[config.mk]
export PLATFORM = sky130hd
export DESIGN_NAME = zle_dec
export DESIGN_NICKNAME = d
export VERILOG_FILES = /design/src/rtl/zle_pkg.sv /design/src/rtl/zle_dec_dp.sv /design/src/rtl/zle_dec.sv
export SDC_FILE = /design/constraint.sdc
export NUM_CORES = 1
export LEC_CHECK = 0
export ABC_AREA = 1
export BUFFER_PORTS_ARGS = -buffer_cell sky130_fd_sc_hd__buf_2
export CAP_MARGIN = 20
export CORE_UTILIZATION = 25
export DETAILED_ROUTE_END_ITERATION = 7
export PLACE_DENSITY_LB_ADDON = 0.3
export SLEW_MARGIN = 20
export SYNTH_ARGS = -nofsm -noshare
export SYNTH_HDL_FRONTEND = slang
export SYNTH_HIERARCHICAL = 1
export SYNTH_SLANG_ARGS = --single-unit
export TNS_END_PERCENT = 10
[constraint.sdc]
create_clock -name clock -period 2.87 [get_ports clock]
set_input_delay 0.287 -clock clock [delete_from_list [all_inputs] [get_ports clock]]
set_output_delay 0.287 -clock clock [all_outputs]
set_load 0.05 [all_outputs]
[src/rtl/zle_pkg.sv]
// Shared definitions for the zero run-length encoder/decoder pair:
// token layout, run limits, FSM state encodings and datapath select codes.
package zle_pkg;

    localparam int TOK_W   = 5;
    localparam int RUN_BIT = 4;
    localparam int MAX_RUN = 15;
    localparam int LEN_W   = $clog2(MAX_RUN + 1);
    localparam int DATA_W  = 3;

    typedef enum logic {
        S_LIT   = 1'b0,
        S_ZEROS = 1'b1
    } zle_state_e;

    // Datapath update selected by the FSM each cycle.
    typedef enum logic [2:0] {
        OP_HOLD = 3'd0,
        OP_IDLE = 3'd1,
        OP_LIT  = 3'd2,
        OP_RUN  = 3'd3,
        OP_ZERO = 3'd4
    } zle_op_e;

endpackage

[src/rtl/zle_dec_dp.sv]
// Decoder datapath: remaining-zeros counter, output sample register and the
// malformed-token flag. Optional checking is compiled in with ZLE_DEC_ERR_EN.
module zle_dec_dp
    import zle_pkg::*;
(
    input  logic                 clock,
    input  logic                 reset,
    input  zle_op_e              op_i,
    input  logic [TOK_W-2:0]     tok_i,
    output logic                 rem_one_o,
    output logic [DATA_W-1:0]    o_d_o,
    output logic                 o_v_o,
    output logic                 err_o
);

    logic [LEN_W-1:0]  rem_q, rem_d;
    logic [DATA_W-1:0] od_q, od_d;
    logic              ov_q, ov_d;

    always_comb begin
        rem_d = rem_q;
        od_d  = od_q;
        ov_d  = ov_q;
        case (op_i)
            OP_IDLE: ov_d = 1'b0;
            OP_LIT: begin
                od_d = tok_i[DATA_W-1:0];
                ov_d = 1'b1;
            end
            OP_RUN: begin
                od_d  = '0;
                ov_d  = 1'b1;
                rem_d = tok_i[LEN_W-1:0] - 1'b1;
            end
            OP_ZERO: begin
                od_d  = '0;
                ov_d  = 1'b1;
                rem_d = rem_q - 1'b1;
            end
            default: ;
        endcase
    end

    always_ff @(posedge clock or negedge reset) begin
        if (!reset) begin
            rem_q <= '0;
            od_q  <= '0;
            ov_q  <= 1'b0;
        end else begin
            rem_q <= rem_d;
            od_q  <= od_d;
            ov_q  <= ov_d;
        end
    end

    assign rem_one_o = (rem_q == LEN_W'(1));
    assign o_d_o     = od_q;
    assign o_v_o     = ov_q;

`ifdef ZLE_DEC_ERR_EN
    logic err_q, err_d;

    // A zero literal should have been sent as a run; bit 3 is reserved in literals.
    always_comb begin
        err_d = err_q;
        if (op_i == OP_LIT && (tok_i[DATA_W-1:0] == '0 || tok_i[TOK_W-2]))
            err_d = 1'b1;
    end

    always_ff @(posedge clock or negedge reset) begin
        if (!reset) err_q <= 1'b0;
        else        err_q <= err_d;
    end

    assign err_o = err_q;
`else
    assign err_o = 1'b0;
`endif

endmodule

[src/rtl/zle_dec.sv]
// Zero run-length decoder: FSM choosing the datapath update each cycle.
// Define ZLE_DEC_ERR_EN to compile in malformed-token detection on err.
module zle_dec
    import zle_pkg::*;
(
    input  logic              clock,
    input  logic              reset,
    input  logic [TOK_W-1:0]  i_d,
    input  logic              i_v,
    output logic              i_b,
    output logic [DATA_W-1:0] o_d,
    output logic              o_v,
    input  logic              o_b,
    output logic              err
);

    zle_state_e state_q, state_d;
    zle_op_e    op;
    logic       stall, consume, rem_one;
    logic [LEN_W-1:0] run_len;

    assign stall   = o_v & o_b;
    assign i_b     = (state_q == S_ZEROS) | stall;
    assign consume = i_v & ~i_b;
    assign run_len = i_d[LEN_W-1:0];

    always_comb begin
        state_d = state_q;
        op      = OP_HOLD;
        if (!stall) begin
            case (state_q)
                S_LIT: begin
                    op = OP_IDLE;
                    if (consume) begin
                        if (!i_d[RUN_BIT]) begin
                            op = OP_LIT;
                        end else if (run_len != '0) begin
                            op = OP_RUN;
                            // A length-1 run is fully emitted by the RUN update itself.
                            if (run_len > LEN_W'(1)) state_d = S_ZEROS;
                        end
                    end
                end
                S_ZEROS: begin
                    op = OP_ZERO;
                    if (rem_one) state_d = S_LIT;
                end
                default: state_d = S_LIT;
            endcase
        end
    end

    always_ff @(posedge clock or negedge reset) begin
        if (!reset) state_q <= S_LIT;
        else        state_q <= state_d;
    end

    zle_dec_dp u_dp (
        .clock     (clock),
        .reset     (reset),
        .op_i      (op),
        .tok_i     (i_d[TOK_W-2:0]),
        .rem_one_o (rem_one),
        .o_d_o     (o_d),
        .o_v_o     (o_v),
        .err_o     (err)
    );

endmodule

==> results_dict.tcl <==
set metrics [dict create \
    postSynthNetCount 107 \
    timing_worst_setup_path_type "flip-flop to flip-flop" \
    synth-seq-area-share_pct 34.09 \
    number_of_global_route_vias_before_repair 552 \
    grt_util_met3_pct 1.724 \
    io_buffer_count 13 \
    clock_path_buffers 2 \
    critPathSlowestCell "sky130_fd_sc_hd__dfrtp_1" \
    cts_tree "done" \
    synth_area_sq_um 660.6 \
    power_leakage_nw 0.4483 \
    pin_count 15 \
    fmax_ghz 0.6188 \
    die_w_um 53.41 \
    finalSetupTns_ns 0 \
    finalWirelength_um 1447 \
    grt_setup_unrepaired "false" \
    htree_num_levels 1 \
    total_track_usage_pct 12.52 \
    drtPass1Iterations 4 \
    cts_made_buffers 3 \
    drc 0 \
    data_required_time_at_the_worst_endpoint_ns 3.01 \
    floorplan.initialDensity_pct 26.67 \
    switching_power_mw 0.4513 \
    final_common_cell "sky130_fd_sc_hd__nand2_1" \
    final_estimated_routing_congestion_in_global_placement 0.8021 \
    timing.max_cap.violations 0 \
    timing.final.crit_share_pct 56.31 \
    grt_max_degree 10 \
    path_clk_slew_ns 0.07 \
    synth_top_cells_by_area "sky130_fd_sc_hd__dfrtp_1 (34%), sky130_fd_sc_hd__nand2_1 (16%), sky130_fd_sc_hd__inv_1 (8.0%), sky130_fd_sc_hd__nand3_1 (6.8%), sky130_fd_sc_hd__ha_1 (5.7%)" \
    slew-limit-headroom_pct 58.43 \
    post-route-cell-area_sq_um 792.0 \
    antenna_cells 0 \
    switching_share_pct 53.62 \
    async_reset_ff_share_pct 100.0 \
    postPlaceCellArea_sq_um 755.7 \
    ys_warnings 6 \
    final-hold-violation-count 0 \
    drtIter0Drc 14 \
    globalRouteOverflowTotal 0 \
    share_seq_of_total_power_pct 28.4 \
    startpoint_type "flip-flop" \
    dp.final_hpwl_um 1194 \
    timing.critical_path.slowest_cell_delay_ns 0.42 \
    slew_violations 0 \
    yosys.cell_types.count 22 \
    commonest_cells_after_routing_fill_and_taps_aside "sky130_fd_sc_hd__nand2_1 (29), sky130_fd_sc_hd__inv_1 (14), sky130_fd_sc_hd__buf_2 (13)" \
    rows 18 \
    postSynthRegisterBits 9 \
    post_detailed_route_via_to_cell_ratio 4.246 \
    synth_enable_flop_cells 0 \
    fin_crit_period_ns 1.616 \
    die_h_um 53.41 \
    end_kind "flip-flop" \
    vias 603 \
    run_status "complete, no violations" \
    synth.top_cell.area_share_pct 34.09 \
    worstSkewPairLatency_ns 0.26 \
    syn_inst 95 \
    finalClockSkew_ns 0.003899 \
    grt_first_pass_wirelength_um 2449 \
    whs_ns 0.2798 \
    hold_path.class "input pin to flip-flop" \
    power_per_cell_area_nw_per_um2 1063 \
    cell_internal_pwr_mw 0.3904 \
    clock_power_share_pct 12.4 \
    grt_antenna_before_repair 0 \
    drt-wirelength-per-cell_um 10.19 \
    sink_count_of_the_clock_tree 9 \
    power_frac_comb_pct 59.1 \
    die_area_sq_um 2852 \
    setup-violations-final 0 \
    worst_slew_pin_slew_ns 0.6235 \
    ant_nets 0 \
    yosys.area.top_type "sky130_fd_sc_hd__dfrtp_1" \
    cts.root.buffer_cell "sky130_fd_sc_hd__clkbuf_4" \
    synthFlopType "sky130_fd_sc_hd__dfrtp_1" \
    finalWorstSetupSlack_ns 1.254 \
    ir_drop_uv 304.6 \
    cp_max_fo 6 \
    finalNetCount 125 \
    grt.met2_usage_pct 19.79 \
    post_route_cells_drive_above_1_share_pct 25.89 \
    post_cts_repair_timing_setup_buffer_count 0 \
    grt_most_used_layer "met2" \
    postSynthAreaPerCell_sq_um 6.954 \
    worstPathArrival_ns 1.75 \
    met1_usage_pct 15.67 \
    area_growth_pct 19.89 \
    crit_path_cell_trace "nand2_2 -> nand2_1 -> a21oi_1 -> inv_2 -> nand3_4 -> inv_4 -> nor2_4 -> o21ai_0" \
    coreArea_sq_um 2477 \
    place_ws_ns 1.265 \
]
routing by layer:
metal,part of all wire [%],vias up
met5,0,-
met4,1.2,0
met3,2.8,2
met2,46,8
met1,50,263
li1,-,330
per-stage QoR:
step	cells	util, %	total power [mW]
global route	142	31.97	0.9173
floorplan	95	-	0.6296
CTS	142	31.97	0.8485
global placement	137	30.51	0.7356
finish	142	31.97	0.8417
detailed placement	137	30.51	0.7403
synth_stat cells, types with 2 or more instances:
library cell	count
sky130_fd_sc_hd__nand2_2	2
sky130_fd_sc_hd__o21ai_1	3
sky130_fd_sc_hd__nand2_1	29
sky130_fd_sc_hd__a21oi_1	3
sky130_fd_sc_hd__nand3_1	9
sky130_fd_sc_hd__inv_1	14
sky130_fd_sc_hd__nor2_4	2
sky130_fd_sc_hd__dfrtp_1	9
sky130_fd_sc_hd__ha_1	3
sky130_fd_sc_hd__nor2_1	6
sky130_fd_sc_hd__inv_2	4
area by class of cell:
type | instances | area, sq um
fillers | 283 | 1685
multi-input cells | 66 | 354.1
flip-flops and latches | 9 | 225.2
repair buffers | 14 | 75.07
inverters | 19 | 73.82
well taps | 30 | 37.54
clock buffers | 4 | 26.28
registers in the layout (all words and copies together) (netlist names):
register,cells
u_dp/rem_q,4
u_dp/o_d_o,3
state_q,1
u_dp/o_v_o,1
power groups by stage:
| stage | Combinational (mW) | Sequential (mW) | Clock [mW] |
|---|---|---|---|
| floorplan | 0.302 | 0.328 | 0 |
| global placement | 0.494 | 0.241 | 0 |
| detailed placement | 0.498 | 0.242 | 0 |
| CTS | 0.500 | 0.241 | 0.108 |
| global route | 0.554 | 0.250 | 0.113 |
| finish | 0.498 | 0.239 | 0.105 |
cells by family after synthesis:
group,count (synthesis),synth area share [%]
AOI/OAI and AO/OA,9,7.764
adders and majority gates,3,5.682
buffers and inverters,20,12.31
DFF,9,34.09
other,1,0.5676
and+or+nand+nor,53,39.58
what timing repair did:
| item | 4_1_cts | 5_1_grt |
|---|---|---|
| hold buffers | 1 | 0 |
| setup endpoints to repair | 0 | 0 |
| endpoints found under the hold margin | 9 | 0 |
| resized for setup | 0 | 0 |
critical path: cells and delay by family (launching register included):
family	cells	cell delay (ns)
simple gates	4	0.44
flops	1	0.42
compound gates	2	0.45
buf+inv	2	0.19
worst paths after layout:
| kind | startpoint | end | depth (start not counted) | slack [ns] |
|---|---|---|---|---|
| min in group asynchronous | reset | u_dp/rem_q[1]$_DFFE_PN0P_ | 2 | 0.41 |
| worst min register to register | u_dp/o_d_o[1]$_DFFE_PN0P_ | u_dp/o_d_o[1]$_DFFE_PN0P_ | 2 | 0.50 |
| max in group asynchronous | reset | u_dp/rem_q[3]$_DFFE_PN0P_ | 2 | 2.26 |
| worst max register to register | u_dp/o_v_o$_DFFE_PN0P_ | u_dp/o_v_o$_DFFE_PN0P_ | 8 | 1.25 |
| worst max-delay path | u_dp/o_v_o$_DFFE_PN0P_ | u_dp/o_v_o$_DFFE_PN0P_ | 8 | 1.25 |
| worst min-delay path | i_d[0] | u_dp/rem_q[0]$_DFFE_PN0P_ | 2 | 0.28 |
(Power assumes the default switching activity.)
